**src/rtl/timer_unit.sv**
```systemverilog
`default_nettype none
// ============================================================================
//  Module   : timer_unit
//  Purpose  : Free-running cycle counter with a memory-mapped compare timer.
//             Raises a sticky, registered interrupt level (TimerInterrupt)
//             when the armed compare value equals the cycle count, and holds
//             it until software writes the acknowledge register.
//  Ports    : clock          - sole clock, rising edge
//             reset          - asynchronous, active-low
//             address        - bus byte address (exact-match decode)
//             wr_data        - bus write data
//             MemRead        - bus read strobe
//             MemWrite       - bus write strobe
//             rd_data        - combinational read data (0 when not hit)
//             TimerAddress   - high when a timer register is accessed
//             TimerInterrupt - registered interrupt level to cp0
//             cycle          - current cycle count
//  Options  : `define TIMER_PERIODIC_EN adds a period register at PERIOD_ADDR;
//             a match with a non-zero period re-arms at compare + period.
//  Revision : 1.0 - initial release
// ============================================================================
module timer_unit #(
  parameter int                 WIDTH       = 64,
  parameter logic [WIDTH-1:0]   CYCLE_ADDR  = WIDTH'(64'hFFFF001C),
  parameter logic [WIDTH-1:0]   ACK_ADDR    = WIDTH'(64'hFFFF006C),
  parameter logic [WIDTH-1:0]   PERIOD_ADDR = WIDTH'(64'hFFFF0070)
) (
  input  logic             clock,
  input  logic             reset,
  input  logic [WIDTH-1:0] address,
  input  logic [WIDTH-1:0] wr_data,
  input  logic             MemRead,
  input  logic             MemWrite,
  output logic [WIDTH-1:0] rd_data,
  output logic             TimerAddress,
  output logic             TimerInterrupt,
  output logic [WIDTH-1:0] cycle
);

  localparam logic [1:0] c_st_idle    = 2'd0;
  localparam logic [1:0] c_st_armed   = 2'd1;
  localparam logic [1:0] c_st_pending = 2'd2;

`ifdef TIMER_PERIODIC_EN
  localparam logic c_periodic = 1'b1;
`else
  localparam logic c_periodic = 1'b0;
`endif

  logic [1:0]       r_state;
  logic [1:0]       w_state_next;
  logic [WIDTH-1:0] r_cycle;
  logic [WIDTH-1:0] r_cmp;
  logic [WIDTH-1:0] w_cmp_next;
  logic             r_irq;
  logic             w_irq_next;
  logic [WIDTH-1:0] w_period;

  logic w_access;
  logic w_hit_cycle;
  logic w_hit_ack;
  logic w_hit_period;
  logic w_wr_cycle;
  logic w_wr_ack;
  logic w_match;
  logic w_reload;

  assign w_access     = MemRead | MemWrite;
  assign w_hit_cycle  = (address == CYCLE_ADDR);
  assign w_hit_ack    = (address == ACK_ADDR);
  assign w_hit_period = c_periodic & (address == PERIOD_ADDR);
  assign w_wr_cycle   = MemWrite & w_hit_cycle;
  assign w_wr_ack     = MemWrite & w_hit_ack;

`ifdef TIMER_PERIODIC_EN
  logic [WIDTH-1:0] r_period;

  always_ff @(posedge clock or negedge reset) begin
    if (!reset) begin
      r_period <= '0;
    end else if (MemWrite & w_hit_period) begin
      r_period <= wr_data;
    end
  end

  assign w_period = r_period;
`else
  assign w_period = '0;
`endif

  // Compare uses the registered compare value, so a value written equal to
  // the current count only matches after the counter wraps around.
  assign w_match  = (r_state == c_st_armed) && (r_cycle == r_cmp);
  assign w_reload = |w_period;

  // State register (plus counter, compare and interrupt level)
  always_ff @(posedge clock or negedge reset) begin
    if (!reset) begin
      r_state <= c_st_idle;
      r_cycle <= '0;
      r_cmp   <= '1;
      r_irq   <= 1'b0;
    end else begin
      r_state <= w_state_next;
      r_cycle <= r_cycle + 1'b1;
      r_cmp   <= w_cmp_next;
      r_irq   <= w_irq_next;
    end
  end

  // Next-state logic. A match beats a same-edge ack (set wins); a compare
  // write always re-arms and replaces the value the match just used.
  always_comb begin
    w_state_next = r_state;
    w_cmp_next   = r_cmp;
    w_irq_next   = r_irq;
    if (w_match) begin
      w_irq_next = 1'b1;
      if (w_reload) begin
        w_state_next = c_st_armed;
        w_cmp_next   = r_cmp + w_period;
      end else begin
        w_state_next = c_st_pending;
      end
    end else if (w_wr_ack) begin
      w_irq_next = 1'b0;
      if (r_state == c_st_pending) begin
        w_state_next = c_st_idle;
      end
    end
    if (w_wr_cycle) begin
      w_cmp_next   = wr_data;
      w_state_next = c_st_armed;
    end
  end

  // Output logic
  always_comb begin
    TimerAddress = w_access & (w_hit_cycle | w_hit_ack | w_hit_period);
    rd_data      = '0;
    if (w_access) begin
      if (w_hit_cycle) begin
        rd_data = r_cycle;
      end else if (w_hit_period) begin
        rd_data = w_period;
      end
    end
  end

  assign TimerInterrupt = r_irq;
  assign cycle          = r_cycle;

endmodule
`default_nettype wire
```
**config.mk**
```make
export PLATFORM = sky130hd
export DESIGN_NAME = timer_unit
export DESIGN_NICKNAME = d
export VERILOG_FILES = /design/src/rtl/timer_unit.sv
export SDC_FILE = /design/constraint.sdc
export NUM_CORES = 1
export LEC_CHECK = 0
export CAP_MARGIN = 20
export CORE_MARGIN = 1.5
export CORE_UTILIZATION = 45
export DETAILED_ROUTE_END_ITERATION = 10
export PLACE_DENSITY = 0.87
export SLEW_MARGIN = 20
export SYNTH_ARGS = -nofsm -noshare
export SYNTH_HDL_FRONTEND = slang
export SYNTH_SLANG_ARGS = --single-unit
```
**constraint.sdc**
```tcl
create_clock -name clock -period 3.6 [get_ports clock]
set_input_delay 0.9 -clock clock [delete_from_list [all_inputs] [get_ports clock]]
set_output_delay 0.9 -clock clock [all_outputs]
set_load 0.03 [all_outputs]
```
### Word level (Yosys, flattened, before mapping)

Cells that the tools add are included.

| storage, ports and cells | value |
|---|---|
| word-level logic and storage cells | 28 |
| bits of input ports | 132 |
| output and inout port bits | 130 |
| flip-flop bits (word level) | 131 |

| cells by class | value |
|---|---|
| reductions and logical operators | 5 |
| mux-type cells | 8 |
| bitwise gates (word level) | 5 |
| equal/unequal tests | 5 |
| add/sub/neg operators | 1 |

Operator list:

| cell | count |
|---|---|
| 64-bit by 32-bit == test with 1-bit output, second input constant | 2 |
| 64-bit two-way mux | 2 |
| 64-bit by 1-bit adder with 64-bit output, second input constant | 1 |
| 64-bit == test | 1 |
| 2-bit two-way mux | 4 |
| 3-bit nonzero test | 2 |
| 1-bit bitwise AND | 3 |
| 2-bit by 1-bit == test with 1-bit output, second input constant | 1 |
| 2-bit == test, second input constant | 1 |
| 1-bit two-way mux | 2 |
| 1-bit OR | 2 |
| 2-bit AND reduction | 1 |
| 2-bit nonzero test | 1 |
| 1-bit logical AND | 1 |

### Depth between registers and ports, before layout

| depth | value |
|---|---|
| word-level depth | 5 |
| gate-level depth with buffers | 8 |
| gate-level depth less buffers | 6 |

### Worst setup path after synthesis

No wires, ideal clock.

| timing path | value |
|---|---|
| path type | input port to output port |
| start point | in address[9] |
| end point | out rd_data[42] |
| arrival time | 2.510 ns |
| path slack | 0.190 ns |
| buffers on the path | 2 |
| cell stages on the path | 8 |
| data required time | 2.700 ns |
| path through | nor4_1 -> nand4_1 -> nor4_1 -> o21ai_1 -> nor2_2 -> buf_4 -> clkbuf_2 -> and2_1 |

| on the way | value |
|---|---|
| word-level cells in the longest chain between the ends | 3 |

RTL lines:

| item | RTL line | text |
|---|---|---|
| from (decl) | 30 | `input logic [WIDTH-1:0] address,` |
| 64-bit by 32-bit == test with 1-bit output | 69 | `assign w_hit_cycle = (address == CYCLE_ADDR);` |
| 64-bit two-way mux | 142 | `if (w_hit_cycle) begin` |
| 64-bit two-way mux | 141 | `if (w_access) begin` |
| to (decl) | 34 | `output logic [WIDTH-1:0] rd_data,` |

No other way between the ends.

### Final worst setup path

| timing path | value |
|---|---|
| start point | in address[34] |
| end point | out rd_data[7] |

The elaborated chain is that of the path after synthesis.

==> impl_results.md <==
- Status: finished, violations left
- Failing checks: negative setup slack
- Fmax: 0.266 GHz
- Synth warnings: 0
- Worst Path Max Fanout: 6
- Initial Util: 46.6%
- CTS Sinks: 131
- Final nets: 1032
- CP Launch Type: input pin
- Synth Area in Compound Gates: 1.83%
- Period utilization: 105%
- Setup CP Type: in -> out
- Pwr dens: 329 nW/um^2
- TritonCTS buffer count: 17
- Synth Area in Simple Gates: 21.3%
- Global-route wire length before repair: 34600 um
- Row cnt: 44
- Gp weighted congestion: 0.853
- Post-CTS Hold Buffers: 0
- Worst Hold Slack: 0.495 ns
- Post-layout util: 73.8%
- Leak: 5.02 nW
- Worst setup EP type: output port
- Mux contribution to synthesized area: 9.71%
- Fin crit period: 3.77 ns
- Fill cells: 989
- Antenna Nets Post-Route: 0
- TNS Setup: -5.09 ns
- VDD IR-drop max: 0.317 mV
- Yosys reg bits: 131
- Seq/Total Area, Yosys: 49.1%
- Post-Layout Cell Count: 1097
- Met1 Usage GRT: 36.7%
- Worst-Margin Slew: 0.652 ns
- Detailed-route DRC error count: 0
- Synthesized area per cell: 11.4 um^2
- Max_cap viols: 0
- Fin area: 10800 um^2
- Clock Skew: 0.0117 ns
- Syn Inst Count: 600
- Placed Area: 9580 um^2
- Max-slew violations: 0
- Synth Area in XOR/XNOR: 15.1%
- Main combinational cell family by area after synthesis: simple AND/OR/NAND/NOR gates
- Most frequent cells in the layout: clkdlybuf4s50_1, dfrtp_1, dfstp_2, xor2_1
- Worst-path clk slew: 0.06 ns
- R2r worst-path depth: 6
- I/O pin count: 262
- Setup violators final: 58
- Via density per instance: 5.46
- Layout Area Growth over Synthesis: 58.4%
- Vias: 5992
- Worst EP required: 2.70 ns
- Die span in x: 126 um
- GR Util met3: 8.35%
- I/O Buffers: 261
- Adder-Cell Fraction of Synth Area: 0.183%
- H-Tree Depth: 4
- Syn Std Cell Area: 6840 um^2
- CP arrival: 2.87 ns
- Die height: 126 um
- Post-Syn Nets: 733
- Final Hold Viols: 0
- Deepest clock path buffer count: 2
- Synth cell types: 55
- Largest net degree at the start of global routing: 53
- Die footprint: 16000 um^2
- Final WL: 23300 um
- Fraction of layout cells with a size suffix above 1: 32.1%
- CTS tree: built
- Slew margin rel.: 56.5%
- RSZ-0062 raised after global routing: true
- DRT Pass-1 Iters: 4
- DPL Wire Length: 15800 um
- Worst Hold Class: in -> async
- GR peak layer: met2
- Final WS setup: -0.166 ns
- Vias in the first global route: 5959
- Gr usage total: 28.9%
- Initial DRC Count: 308
- Worst-Skew Late Latency: 0.43 ns
- Commonest non-fill, non-tap cell in the layout: clkdlybuf4s50_1
- CORE AREA: 14700 um^2
- Initial antenna violation count: 0
- R2R setup slack: 1.26 ns
- GR Util met2: 47.7%
- Grt ovf: 0
- CTS Root Cell: clkbuf_16
- WL/cell: 21.2 um
- Placed Instances: 1039
[where the power goes]
part           switching (mW)  leakage, nW  internal, mW
Sequential                  0         1.57          1.48
Combinational          0.0651         3.14         0.111
Clock                   0.651        0.315          1.26
Total                   0.716         5.02          2.85
[critical path, stage by stage]
cell and delay [ns]:
clkdlybuf4s15_1 0.17, nor4b_2 0.26, nand4_1 0.18, nor4_2 0.38, o21ai_2 0.15, nor2_4 0.17
buf_12 0.13, buf_8 0.12, buf_16 0.13, and2_4 0.15, buf_6 0.12
[timing repair]
| item | CTS | global route |
|---|---|---|
| pin swaps | 8 | 11 |
| resized for setup | 167 | 66 |
| setup endpoints to repair | 65 | 121 |
| gates cloned | 3 | 5 |
| buffers inserted | 13 | 7 |
[cell type report]
| cell class | count | area (um^2) | share of cell area, % |
|---|---|---|---|
| Clock buffer | 19 | 453 | 4.18 |
| Inverter | 14 | 52.6 | 0.485 |
| Multi-Input combinational cell | 430 | 3520 | 32.4 |
| Tap cell | 184 | 230 | 2.12 |
| Antenna cell | 1 | 2.50 | 0.0231 |
| Clock inverter | 13 | 205 | 1.89 |
| Sequential cell | 131 | 3360 | 31.0 |
| Timing Repair Buffer | 305 | 3030 | 27.9 |
[layer usage]
metal | wire length (um) | vias up | share of wire, %
met5 | 0 | - | 0
met4 | 618 | 0 | 2.7
met3 | 1530 | 46 | 6.6
met2 | 11400 | 249 | 49
met1 | 9700 | 3017 | 42
li1 | - | 2680 | -
[metrics by stage]
stage / setup slack, ns / power (mW)
after floorplan: 0.190 / 1.51
after global placement: -0.373 / 1.68
after detailed placement: -0.493 / 1.69
after CTS: -0.0707 / 3.58
after global routing: -0.222 / 3.66
final: -0.166 / 3.57
[cell usage after synthesis, drive strengths merged]
cell type	number	area share (%)
a21oi	2	0.15
nor2	19	1.1
or4	1	0.11
inv	14	0.77
nand3	25	2.0
nor4bb	2	0.29
nand3b	1	0.11
o221ai	1	0.13
a2111oi	1	0.13
nor3b	2	0.38
nor4b	3	0.60
clkbuf	10	0.60
and3	12	1.3
xor2	61	7.8
a211oi	1	0.11
a22o	2	0.26
nand4	27	2.9
a21o	1	0.11
o2bb2ai	2	0.26
o22ai	2	0.18
nor2b	1	0.20
and4	10	1.4
and4bb	1	0.18
or3b	2	0.26
dfrtp	67	24
nand2	30	1.6
dfstp	64	25
xnor2	57	7.3
ha	1	0.18
nand2b	2	0.29
nor3	15	1.2
buf	15	1.4
and2	59	5.4
mux2	59	9.7
o21ai	7	0.51
nor4	21	2.0
[path summary, 6_finish.rpt]
| kind | from | end |
|---|---|---|
| worst max-delay path | address[34] | rd_data[7] |
| worst min-delay path | reset | cycle[34] |
| worst max register to register | cycle[33] | cycle[50] |
| worst min register to register | r_state[0] | r_state[0] |
| max in group asynchronous | reset | r_cmp[14] |
| min in group clock | r_state[0] | r_state[0] |
[flip-flops by register name, indices dropped and copies added, names as in the netlist]
signal / flops
TimerInterrupt: 1
cycle: 64
r_state: 2
r_cmp: 64
[cell families after synthesis]
group,Yosys count
adders and majority gates,1
buffers and inverters,39
AOI/OAI and AO/OA,19
xor gates and xnor gates,118
and+or+nand+nor,233
muxes,59
DFF,131
Power figures use the tool's default switching activity.
